[config.mk]
export PLATFORM = sky130hd
export DESIGN_NAME = uart_bus_driver
export DESIGN_NICKNAME = d
export VERILOG_FILES = /design/src/rtl/uart_pkg.sv /design/src/rtl/uart_byte_fifo.sv /design/src/rtl/uart_bus_driver.sv
export SDC_FILE = /design/constraint.sdc
export NUM_CORES = 1
export LEC_CHECK = 0
export CORE_UTILIZATION = 40
export DETAILED_ROUTE_END_ITERATION = 10
export PLACE_DENSITY = 0.58
export SLEW_MARGIN = 20
export SYNTH_ARGS = -nofsm -noshare
export SYNTH_HDL_FRONTEND = slang
export SYNTH_SLANG_ARGS = --single-unit
[constraint.sdc]
create_clock -name clk -period 2.2 [get_ports clk]
set_clock_uncertainty 0.1 [all_clocks]
set_input_delay 0.44 -clock clk [delete_from_list [all_inputs] [get_ports clk]]
set_output_delay 0.44 -clock clk [all_outputs]
set_load 0.02 [all_outputs]
[src/rtl/uart_pkg.sv]
// uart_pkg: uart register map, status bit positions and driver FSM states
package uart_pkg;
   localparam logic [3:0] UART_RXDATA = 4'd0;
   localparam logic [3:0] UART_TXDATA = 4'd1;
   localparam logic [3:0] UART_STATUS = 4'd2;
   localparam logic [3:0] UART_INVERT = 4'd3;
   localparam logic [3:0] UART_DIVL   = 4'd4;
   localparam logic [3:0] UART_DIVH   = 4'd5;
   localparam int ST_TX = 0;
   localparam int ST_RX = 1;
   typedef enum logic [2:0] {CFG_DL, CFG_DH, CFG_INV, IDLE, POLL, RXRD, TXWR, TXCLR} state_t;
endpackage

[src/rtl/uart_byte_fifo.sv]
// uart_byte_fifo: DEPTH-entry byte FIFO; push and pop in the same cycle both succeed even when full or empty
//   clk, reset  clock, synchronous active-high reset
//   push, din   write request and byte
//   pop         read request
//   head        oldest byte (din passes straight through while empty)
//   full, empty occupancy flags
module uart_byte_fifo #(
   parameter int DEPTH = 4
) (
   input  logic       clk,
   input  logic       reset,
   input  logic       push,
   input  logic [7:0] din,
   input  logic       pop,
   output logic [7:0] head,
   output logic       full,
   output logic       empty
);
   localparam int AW = $clog2(DEPTH);
   logic [7:0] mem [DEPTH];
   logic [AW:0] wp, rp;
   logic do_push, do_pop;
   // pointers carry one extra wrap bit so equal low bits mean full when the wrap bits differ
   assign empty = wp == rp;
   assign full = wp == {~rp[AW], rp[AW-1:0]};
   assign do_pop = pop && (!empty || push);
   assign do_push = push && (!full || pop);
   assign head = empty ? din : mem[rp[AW-1:0]];
   always_ff @(posedge clk) begin
      if (reset) begin
         wp <= '0;
         rp <= '0;
      end else begin
         if (do_push) wp <= wp + 1'b1;
         if (do_pop) rp <= rp + 1'b1;
      end
   end
   always_ff @(posedge clk)
      if (do_push) mem[wp[AW-1:0]] <= din;
endmodule

[src/rtl/uart_bus_driver.sv]
// uart_bus_driver: io-bus initiator that configures one uart and turns its register interface into TX/RX byte streams
//   clk, reset                               clock, synchronous active-high reset
//   tx_valid, tx_data, tx_ready              client bytes into the TX FIFO
//   rx_valid, rx_data, rx_ready              RX FIFO bytes out to the client
//   rx_overrun                               sticky: a received byte was dropped on a full RX FIFO
//   cfg_done                                 divider/inversion writes complete
//   uart_interrupt                           uart interrupt line
//   io_addr, io_wdata, io_write, io_read     registered uart register bus, at most one op per cycle
//   io_rdata                                 uart read data, valid during the io_read cycle
module uart_bus_driver
   import uart_pkg::*;
#(
   parameter logic [11:0] DIV       = 12'd43,
   parameter logic        RX_INVERT = 1'b0,
   parameter logic        TX_INVERT = 1'b0,
   parameter int          DEPTH     = 4
) (
   input  logic       clk,
   input  logic       reset,
   input  logic       tx_valid,
   input  logic [7:0] tx_data,
   output logic       tx_ready,
   output logic       rx_valid,
   output logic [7:0] rx_data,
   input  logic       rx_ready,
   output logic       rx_overrun,
   output logic       cfg_done,
   input  logic       uart_interrupt,
   output logic [3:0] io_addr,
   output logic [7:0] io_wdata,
   output logic       io_write,
   output logic       io_read,
   input  logic [7:0] io_rdata
);
   state_t state;
   logic tx_busy, tx_full, tx_empty, rx_full, rx_empty, tx_pop, rx_push;
   logic [7:0] tx_head;
   assign tx_ready = !tx_full;
   assign rx_valid = !rx_empty;
   // runtime ops are registered on entry to their state, so POLL and RXRD see their own read data on io_rdata
   assign tx_pop = !tx_empty && (state == IDLE ? !uart_interrupt && !tx_busy
                                               : state == POLL && !io_rdata[ST_RX] && io_rdata[ST_TX]);
   assign rx_push = state == RXRD && !rx_full;
   uart_byte_fifo #(.DEPTH(DEPTH)) u_tx_fifo (
      .clk(clk), .reset(reset), .push(tx_valid && tx_ready), .din(tx_data), .pop(tx_pop),
      .head(tx_head), .full(tx_full), .empty(tx_empty)
   );
   uart_byte_fifo #(.DEPTH(DEPTH)) u_rx_fifo (
      .clk(clk), .reset(reset), .push(rx_push), .din(io_rdata), .pop(rx_valid && rx_ready),
      .head(rx_data), .full(rx_full), .empty(rx_empty)
   );
   always_ff @(posedge clk) begin
      if (reset) begin
         state <= CFG_DL;
         io_addr <= '0;
         io_wdata <= '0;
         io_write <= 1'b0;
         io_read <= 1'b0;
         tx_busy <= 1'b0;
         cfg_done <= 1'b0;
         rx_overrun <= 1'b0;
      end else begin
         io_write <= 1'b0;
         io_read <= 1'b0;
         case (state)
            CFG_DL: begin
               state <= CFG_DH;
               io_write <= 1'b1;
               io_addr <= UART_DIVL;
               io_wdata <= DIV[7:0];
            end
            CFG_DH: begin
               state <= CFG_INV;
               io_write <= 1'b1;
               io_addr <= UART_DIVH;
               io_wdata <= {4'b0, DIV[11:8]};
            end
            CFG_INV: begin
               state <= IDLE;
               io_write <= 1'b1;
               io_addr <= UART_INVERT;
               io_wdata <= {6'b0, RX_INVERT, TX_INVERT};
            end
            IDLE: begin
               cfg_done <= 1'b1;
               if (uart_interrupt) begin
                  state <= POLL;
                  io_read <= 1'b1;
                  io_addr <= UART_STATUS;
               end
            end
            POLL: begin
               state <= IDLE;
               if (io_rdata[ST_RX]) begin
                  state <= RXRD;
                  io_read <= 1'b1;
                  io_addr <= UART_RXDATA;
               end else if (io_rdata[ST_TX]) begin
                  tx_busy <= 1'b0;
                  if (tx_empty) begin
                     state <= TXCLR;
                     io_write <= 1'b1;
                     io_addr <= UART_STATUS;
                     io_wdata <= 8'h01;
                  end
               end
            end
            RXRD: begin
               state <= IDLE;
               if (rx_full) rx_overrun <= 1'b1;
            end
            default: state <= IDLE;
         endcase
         // a TX FIFO pop always becomes the reg-1 write, overriding the IDLE/POLL defaults above
         if (tx_pop) begin
            state <= TXWR;
            io_write <= 1'b1;
            io_addr <= UART_TXDATA;
            io_wdata <= tx_head;
            tx_busy <= 1'b1;
         end
      end
   end
endmodule

## Word level (Yosys, flattened, before mapping)

Memory sizes are Yosys's and may differ from the RTL's. A register that Yosys moved wholly into a read port is not among the register bits.
Cells that the tools add are included.

- Bits in registers: 32
- Bits in writable memories: 64
- Input port bits: 21
- Output and inout bits: 26
- Word-level logic and storage cells: 117
- Memories kept: 2

- Add/subtract/negate cells: 4
- Eq/ne operators: 19
- Mux-type cells: 40
- Bitwise operators: 2
- Reductions and logical operators: 36

Memory list:

| memory | depth | width | read ports | clocked after memory_dff | write ports | line | RTL |
|---|---|---|---|---|---|---|---|
| u_rx_fifo.mem | 4 | 8 | 1 | 1 | 1 | uart_byte_fifo.sv:20 | `logic [7:0] mem [DEPTH];` |
| u_tx_fifo.mem | 4 | 8 | 1 | 1 | 1 | uart_byte_fifo.sv:20 |  |

Operators with widths:

| operator | count |
|---|---|
| 2-to-1 mux 8 bit | 6 |
| one-hot mux 8 bit (3 select lines) | 1 |
| one-hot mux 4 bit (5 select lines) | 1 |
| 2-to-1 mux 1 bit | 16 |
| 2-to-1 mux 4 bit | 4 |
| 2-to-1 mux 3 bit | 5 |
| adder 3 x 1 -> 3 bit (second input constant) | 4 |
| equality test 3 bit | 4 |
| inequality test 3 x 2 -> 1 bit (second input constant) | 4 |
| one-hot mux 3 bit (4 select lines) | 1 |
| AND reduction 4 bit | 3 |
| logical AND 1 bit | 11 |
| 2-to-1 mux 2 bit | 4 |
| zero test 1 bit | 7 |
| equality test 3 x 2 -> 1 bit (second input constant) | 2 |
| equality test 3 bit (second input constant) | 2 |
| nonzero test 6 bit | 1 |
| nonzero test 5 bit | 1 |
| logical OR 1 bit | 4 |
| inequality test 4 x 2 -> 1 bit (second input constant) | 1 |
| inequality test 4 x 3 -> 1 bit (second input constant) | 1 |
| one-hot mux 1 bit (2 select lines) | 2 |
| nonzero test 2 bit | 2 |
| nonzero test 4 bit | 1 |
| other kinds (11) | 13 |

## Logic depth before layout (Yosys ltp)

Gate-level depths: netlist of the first run.

- Depth after elaboration: 9
- Mapped depth: 5
- Gate-level depth less buffers: 4

## Cells and area by module

From an unflattened synthesis of the first run, not the netlist that was laid out.

- Cell total of the unflattened synthesis: 312
- Area, all modules: 4448.0 um^2

By module, submodules not included:

| module | times used | cells an instance | area each (um^2) | sequential area each (um^2) |
|---|---|---|---|---|
| uart_byte_fifo | 2 | 103 | 1767.9 | 1121.1 |
| uart_bus_driver | 1 | 106 | 912.1 | 380.4 |

## Least setup slack after synthesis of the first run

No wires, ideal clock.

- Path type: register to output
- Start: reg (tool-made name)
- End: out rx_data[2]
- Arrival time: 1.649 ns
- Required time: 1.660 ns
- Slack: 0.011 ns
- Cell stages (with the launch flop): 4
- Path through: dfxtp_1 > clkbuf_1 > mux4_2 > mux2_1

RTL lines:

| what | line | RTL |
|---|---|---|
| to (decl) | uart_bus_driver.sv:24 | `output logic [7:0] rx_data,` |

## Final worst setup path of the first run

- Start: reg u_rx_fifo.rp[2]
- End: out rx_data[2]

- Cells in the longest elaborated chain, start to end: 2

Ends and longest elaborated chain:

| what | line | RTL |
|---|---|---|
| from (decl) | uart_byte_fifo.sv:21 | `logic [AW:0] wp, rp;` |
| from (signal assigned) | uart_byte_fifo.sv:35 | `if (do_pop) rp <= rp + 1'b1;` |
| equality test 3 bit | uart_byte_fifo.sv:24 | `assign empty = wp == rp;` |
| 2-to-1 mux 8 bit | uart_byte_fifo.sv:28 | `assign head = empty ? din : mem[rp[AW-1:0]];` |

Every way passes these cells.

==> reports/summary.md, run 1 <==
### Yosys
• **share of synthesized registers carrying an async set or reset** 0%
• **synthesized area per cell** 15.1 um^2
• **Net Count, Synth** 305
• **total of flip-flops plus latches after synthesis** 99
• **most used flip-flop cell after synthesis** sky130_fd_sc_hd__edfxtp_1
• **cell area after technology mapping** 4130 um^2
• **number of synthesized flops with an enable pin** 64
• **cell type with the largest total area after synthesis** sky130_fd_sc_hd__edfxtp_1
• **number of distinct standard cells referenced by the synthesized netlist** 58
• **Yosys warning count** 0
• **main area contributors after synthesis** sky130_fd_sc_hd__edfxtp_1 (47%), sky130_fd_sc_hd__dfxtp_1 (17%), sky130_fd_sc_hd__mux4_2 (8.7%), sky130_fd_sc_hd__ha_1 (3.0%), sky130_fd_sc_hd__xor2_1 (1.9%)
• **post-synthesis sequential area ratio** 63.6%
• **leading post-synthesis cells by instance count** sky130_fd_sc_hd__edfxtp_1 (64), sky130_fd_sc_hd__dfxtp_1 (35), sky130_fd_sc_hd__mux4_2 (16)
• **area share of the largest cell type after synthesis** 46.6%
• **top-count cell post-synth** sky130_fd_sc_hd__edfxtp_1
• **cell count after synthesis** 274

### Global route
• **first-pass GRT wire length** 13.5 mm
• **number of global-route vias before repair** 2613
• **pin count of the biggest net entering global routing** 20
• **antenna violations before repair** 0
• **GRT Total Usage** 16.4%
• **Remaining Overflow, GRT** 0

### Drt
• **post-detailed-route wirelength per cell** 16.1 um
• **via density per instance** 4.97
• **DRC viols** 0
• **number of DRC markers after the initial detailed-route iteration** 77
• **total number of vias** 2518
• **detailed-route wire length** 8.18 mm
• **first-pass iteration count of the detailed router** 4
• **number of nets with antenna violations after routing** 0

### STA
• **Worst Setup Slack, final** -0.237 ns
• **Slew HR** 53.7%
• **Tightest Pin Transition** 0.691 ns
• **worst slack on hold paths** 0.391 ns
• **crit path time final** 2.44 ns
• **RSZ-0062 raised after global routing** true
• **final period utilization** 111%
• **number of failing setup endpoints in the final timing report** 9
• **number of hold violations in the final report** 0
• **fmax** 0.410 GHz
• **number of pins exceeding their max-slew limit in the final report** 0

### Critical path
• **Worst Reg-to-Reg Cells** 4
• **origin of the worst setup path** u_rx_fifo.rp[2]$_SDFFE_PP0P_
• **Arr. time, crit path** 1.90 ns
• **kind of start point of the critical path** flip-flop
• **reg-to-reg startpoint** u_tx_fifo.wp[0]$_SDFFE_PP0P_
• **data required time of the worst path** 1.66 ns
• **crit end category** primary output
• **classification of the worst setup path** reg2out
• **worst-path maximum fanout** 5

### Layout
• **final instance area** 5420 um^2
• **count of filler cells inserted in the layout** 807
• **fraction of final layout cells sized beyond drive strength 1** 30.7%
• **final standard cell utilization of the core** 54.9%
• **Ant. Diodes** 0
• **non-filler cells, final** 507
• **signed area change from the synthesized netlist to the final layout** 31.4%
• **number of nets in the layout** 400

### Worst hold path
• **worst min-delay path class** reg2reg
• **Min-Delay Path Depth** 1
• **launch point of the worst hold path** io_wdata[3]$_SDFFE_PP0P_

### Clock tree
• **CTS Sinks** 99
• **clk slew on worst S/H paths** 0.10 ns
• **Post-CTS Hold Fix Bufs** 0
• **clock tree from TritonCTS** done
• **latest clock arrival within the worst-skew pair** 0.37 ns
• **root cell of the clock tree** sky130_fd_sc_hd__clkbuf_8
• **H-tree depth** 3
• **number of CTS-inserted buffers** 9
• **maximum number of buffers from clock root to sink** 2

### Power
• **Pwr Density** 674 nW/um^2
• **peak supply drop** 440 uV
• **total leakage power** 1.97 nW

### Placement
• **buffers added on ports** 45
• **Detail Placement HPWL** 5.67 mm
• **DP Cell Count** 487
• **Placed Area** 5120 um^2
• **RePlAce Congestion** 0.756

### Floorplanning
• **core box area** 9860 um^2
• **initial cell density of the core** 41.8%
• **die footprint** 10700 um^2
• **std cell rows** 36
• **number of top-level pins** 47
• **Die X-Extent** 104 um
• **floorplan die height** 104 um

### Run status
• **run status** complete, but fails checks
• **failing checks** setup timing

### Job
• **Max-Cap Viols** 0

## flip-flops by register name (all words and copies together) (netlist names), named ones only
| name | count |
|---|---|
| u_rx_fifo.wp | 3 |
| io_addr | 3 |
| u_rx_fifo.mem | 32 |
| rx_overrun | 1 |
| u_tx_fifo.rp | 3 |
| u_tx_fifo.wp | 3 |
| tx_busy | 1 |
| io_wdata | 8 |
| state | 3 |
| io_read | 1 |
| io_write | 1 |
| u_tx_fifo.mem | 32 |
| cfg_done | 1 |
| u_rx_fifo.rp | 3 |
## stage by stage
stage / power (mW) / worst slack (ns) / TNS (ns)
6_report: 3.65 / -0.237 / -1.84
3_3_place_gp: 2.54 / -0.217 / -1.98
2_1_floorplan: 2.32 / 0.0113 / 0
4_1_cts: 3.69 / -0.242 / -1.88
3_5_place_dp: 2.54 / -0.251 / -2.17
5_1_grt: 3.81 / -0.289 / -2.31
## critical path: stages, from the launching register on
cell                      delay, ns
sky130_fd_sc_hd__dfxtp_2       0.35
sky130_fd_sc_hd__xor2_2        0.17
sky130_fd_sc_hd__or3_4         0.42
sky130_fd_sc_hd__buf_8         0.16
sky130_fd_sc_hd__mux2_4        0.30
sky130_fd_sc_hd__buf_6         0.13
## cell usage in the layout, fill, tap and decap left out, drive strengths merged, types with 2 or more instances in the layout
cell and instances:
edfxtp 64, buf 60, clkdlybuf4s50 35, dfxtp 35, mux4 16, a21oi 15, nor2 14, ha 10
inv 10, clkbuf 9, xor2 9, nand2 8, mux2 8, and2 7, xnor2 6, a22o 5
a31oi 5, nor3 5, nand3 4, o2bb2ai 3, clkinv 3, and3b 2, o31a 2, a41o 2
o31ai 2, o21ai 2, mux2i 2, or3 2, o311ai 2, nor3b 2, nor4b 2
## metal layers
layer,up-vias,track usage [%],part of all wire (%)
li1,1250,-,-
met1,1223,21.7,49
met2,33,26.4,47
met3,12,4.15,2.7
met4,0,5.59,1.4
met5,-,0,0
## layout make-up
class	count	area, um^2	area share, %
timing repair buffer	96	946	17.5
inverter	7	26.3	0.485
tap	133	166	3.07
multi-input combinational	156	1460	26.9
clock buffer	9	124	2.29
sequential	99	2630	48.5
clock inverter	7	72.6	1.34
## cells by family after synthesis
| kind of cell | share of synthesized area [%] |
|---|---|
| compound gates | 8.64 |
| xor+xnor | 3.18 |
| simple gates | 7.98 |
| flops | 63.6 |
| mux | 11.4 |
| fa+ha+maj | 3.03 |
| other cells | 0.0909 |
| buf+inv | 2.12 |
## worst paths after layout
path	to	slack (ns)
max	rx_data[2]	-0.24
min	io_wdata[3]$_SDFFE_PP0P_	0.39
max reg2reg	io_wdata[6]$_SDFFE_PP0P_	0.22
min reg2reg	io_wdata[3]$_SDFFE_PP0P_	0.39
## where the power goes
group	leakage [nW]	switching, mW	internal (mW)	total (mW)
Clock	0.0966	0.687	0.444	1.13
Combinational	1.01	0.217	0.230	0.447
Sequential	0.868	0.0367	2.04	2.07
## timing repair
item                       4_1_cts  5_1_grt
gates resized for setup         70        3
buffers inserted                 2        2
gates cloned                     1        0
setup endpoints to repair       10        9
pin swaps                        1        2
(Power assumes the default switching activity.)
==> inputs of run 2 (changes only) <==
Settings changed: GPL_TIMING_DRIVEN set to 0.
==> run 2 against run 1 <==
Compared with the run above: the run still ends with setup timing left; sequential power about the same; first-iteration DRC count up 9.1%; sequential share of layout area rose by 3.0 points; core utilization down 2.8 points; largest cell class unchanged.
==> reports/summary.md, run 2 (synthesis gave the netlist of run 1 again) <==
### Global route
• **Remaining Overflow, GRT** 0, unchanged
• **pin count of the biggest net entering global routing** 19, -5.0%
• **first-pass GRT wire length** 13.1 mm, -2.9%
• **GRT Total Usage** 15.9%, -0.57 points
• **number of global-route vias before repair** 2452, -6.2%
• **antenna violations before repair** 0, unchanged

### Layout
• **non-filler cells, final** 475, -6.3%
• **leading cell type in the layout, fill and taps excluded** sky130_fd_sc_hd__edfxtp_1
• **total area of multi-input combinational cells** 1500 um^2, +2.7%
• **most used cells in the layout excluding fill and tap cells** sky130_fd_sc_hd__edfxtp_1 (64), sky130_fd_sc_hd__clkdlybuf4s50_1 (35), sky130_fd_sc_hd__dfxtp_1 (27)
• **fraction of final layout cells sized beyond drive strength 1** 26.9%, -3.8 points
• **final standard cell utilization of the core** 52.1%, -2.8 points
• **signed area change from the synthesized netlist to the final layout** 24.6%
• **count of filler cells inserted in the layout** 836, +3.6%
• **sequential cell area in the final layout** 2640 um^2, +0.62%
• **number of nets in the layout** 368, -8.0%
• **Ant. Diodes** 0, unchanged
• **final instance area** 5140 um^2, -5.2%

### Placement
• **RePlAce Congestion** 0.744, -1.6%
• **Detail Placement HPWL** 5.20 mm, -8.2%
• **buffers added on ports** 45, unchanged
• **DP Cell Count** 452, -7.2%
• **Placed Area** 4740 um^2, -7.4%

### Clock tree
• **maximum number of buffers from clock root to sink** 2, unchanged
• **latest clock arrival within the worst-skew pair** 0.37 ns, about the same
• **root cell of the clock tree** sky130_fd_sc_hd__clkbuf_8
• **number of CTS-inserted buffers** 9, unchanged
• **H-tree depth** 3, unchanged
• **Post-CTS Hold Fix Bufs** 0, unchanged
• **CTS Sinks** 99, unchanged
• **clk slew on worst S/H paths** 0.10 ns, about the same
• **clock tree from TritonCTS** done

### Critical path
• **crit end category** primary output
• **Register-to-Register Setup Slack** 0.19 ns, -0.03 ns
• **worst-path cell chain** xor2_1 -> or3_4 -> buf_8 -> mux2_4 -> buf_6
• **endpoint of the worst-slack reg-to-reg timing path** u_tx_fifo.mem[1][5]$_DFFE_PP_
• **Worst Reg-to-Reg Cells** 3, -1
• **Arr. time, crit path** 1.91 ns, about the same
• **classification of the worst setup path** reg2out
• **crit path max-delay cell type** sky130_fd_sc_hd__or3_4
• **kind of cell with the highest combined delay on the critical path** simple AND/OR/NAND/NOR gates
• **worst-path maximum fanout** 5, unchanged
• **kind of start point of the critical path** flip-flop
• **data required time of the worst path** 1.66 ns, about the same
• **reg-to-reg startpoint** u_tx_fifo.rp[2]$_SDFFE_PP0P_
• **buffering stage count on the worst path with inverters included** 2, unchanged
• **longest individual stage delay on the worst path** 0.44 ns, +0.02 ns

### STA
• **Slew HR** 52.5%, -1.1 points
• **number of failing setup endpoints in the final timing report** 9, unchanged
• **number of pins exceeding their max-slew limit in the final report** 0, unchanged
• **crit path time final** 2.45 ns, +0.0119 ns
• **final period utilization** 111%, +0.54 points
• **number of hold violations in the final report** 0, unchanged
• **RSZ-0062 raised after global routing** true
• **Worst Setup Slack, final** -0.248 ns, -0.0119 ns
• **Tightest Pin Transition** 0.708 ns, +0.0171 ns
• **fmax** 0.408 GHz, -0.48%

### Power
• **fraction of power spent switching nets** 24.7%, -1.0 points
• **peak supply drop** 424 uV, -3.7%
• **cell internal pwr** 2.77 mW, +2.3%
• **portion of total power attributed to combinational logic** 11.0%, -1.2 points
• **net switching power figure** 911 uW, -3.1%
• **clock share of power** 32.8%, +1.8 points
• **total leakage power** 1.78 nW, -9.4%
• **portion of total power attributed to sequential cells** 56.2%, -0.6 points
• **Pwr Density** 717 nW/um^2, +6.4%

### Worst hold path
• **worst min-delay path class** reg2reg
• **Min-Delay Path Depth** 2, +1
• **worst hold endpoint** cfg_done$_SDFFE_PP0N_
• **launch point of the worst hold path** cfg_done$_SDFFE_PP0N_

### Drt
• **DRC viols** 0, unchanged
• **number of DRC markers after the initial detailed-route iteration** 84, +9.1%
• **via density per instance** 5.11, +2.8%
• **detailed-route wire length** 7.91 mm, -3.3%
• **post-detailed-route wirelength per cell** 16.6 um, +3.2%
• **total number of vias** 2425, -3.7%
• **first-pass iteration count of the detailed router** 4, unchanged
• **number of nets with antenna violations after routing** 0, unchanged

### Job
• **Max-Cap Viols** 0, unchanged

### Floorplanning
• **std cell rows** 36, unchanged
• **die footprint** 10700 um^2, unchanged
• **Die X-Extent** 104 um, unchanged
• **initial cell density of the core** 41.8%, unchanged
• **number of top-level pins** 47, unchanged
• **core box area** 9860 um^2, unchanged
• **floorplan die height** 104 um, unchanged

### Run status
• **run status** complete, but fails checks
• **failing checks** setup timing

-- run 2: area by class of cell --
class / instances / area share, %
Timing Repair Buffer: 54 / 10.4
Inverter: 7 / 0.511
Tap cell: 133 / 3.24
Sequential cell: 99 / 51.4
Multi-Input combinational cell: 156 / 29.1
Buffer: 10 / 1.24
Clock buffer: 9 / 2.41
Clock inverter: 7 / 1.63
-- run 2: how the worst max path moves through the flow --
stage | startpoint | end | slack [ns] | cells past startpoint
after detailed placement | flip-flop | rx_data[4] | -0.67 | 4
after floorplan | flip-flop | rx_data[2] | 0.01 | 3
after global routing | u_rx_fifo.wp[2]$_SDFFE_PP0P_ | rx_data[4] | -0.30 | 5
after CTS | u_rx_fifo.rp[0]$_SDFFE_PP0P_ | rx_data[4] | -0.25 | 5
final | u_rx_fifo.wp[2]$_SDFFE_PP0P_ | rx_data[4] | -0.25 | 5
after global placement | flip-flop | rx_data[4] | -0.65 | 4
-- run 2: power groups by stage --
stage | Clock [mW] | Sequential (mW) | Combinational, mW
floorplan | 0 | 2.13 | 0.195
global route | 1.32 | 2.08 | 0.443
finish | 1.21 | 2.07 | 0.406
detailed placement | 0 | 2.11 | 0.384
global placement | 0 | 2.11 | 0.381
CTS | 1.24 | 2.07 | 0.409
-- run 2: per-layer routing --
metal	up-vias	global-route usage, %	wire length, um
li1	1181	-	-
met1	1191	22.0	3820
met2	43	24.7	3710
met3	10	3.34	261
met4	0	5.69	110
met5	-	0	0
-- run 2: per-stage QoR --
| step | TNS, ns | total power [mW] | worst slack, ns | hold slack, ns |
|---|---|---|---|---|
| floorplan | 0 | 2.32 | 0.0113 | 0.376 |
| global placement | -8.88 | 2.49 | -0.646 | 0.353 |
| detailed placement | -9.00 | 2.50 | -0.668 | 0.362 |
| CTS | -1.93 | 3.72 | -0.247 | 0.386 |
| global route | -2.46 | 3.84 | -0.296 | 0.402 |
| finish | -2.04 | 3.68 | -0.248 | 0.381 |
-- run 2: worst register-to-register path, delay by kind of cell (launching register included) --
kind / cells / cell delay (ns)
AO/OA/AOI/OAI: 1 / 0.33
XOR/XNOR: 1 / 0.45
flip-flops: 1 / 0.36
AND/OR/NAND/NOR: 1 / 0.44
-- run 2: what timing repair did --
item / in CTS / in global routing
resized for setup: 85 / 6
gates cloned: 1 / 0
buffers inserted: 7 / 1
endpoints found under the setup margin: 10 / 45
pin swaps: 2 / 0
endpoints found under the hold margin: 0 / 0
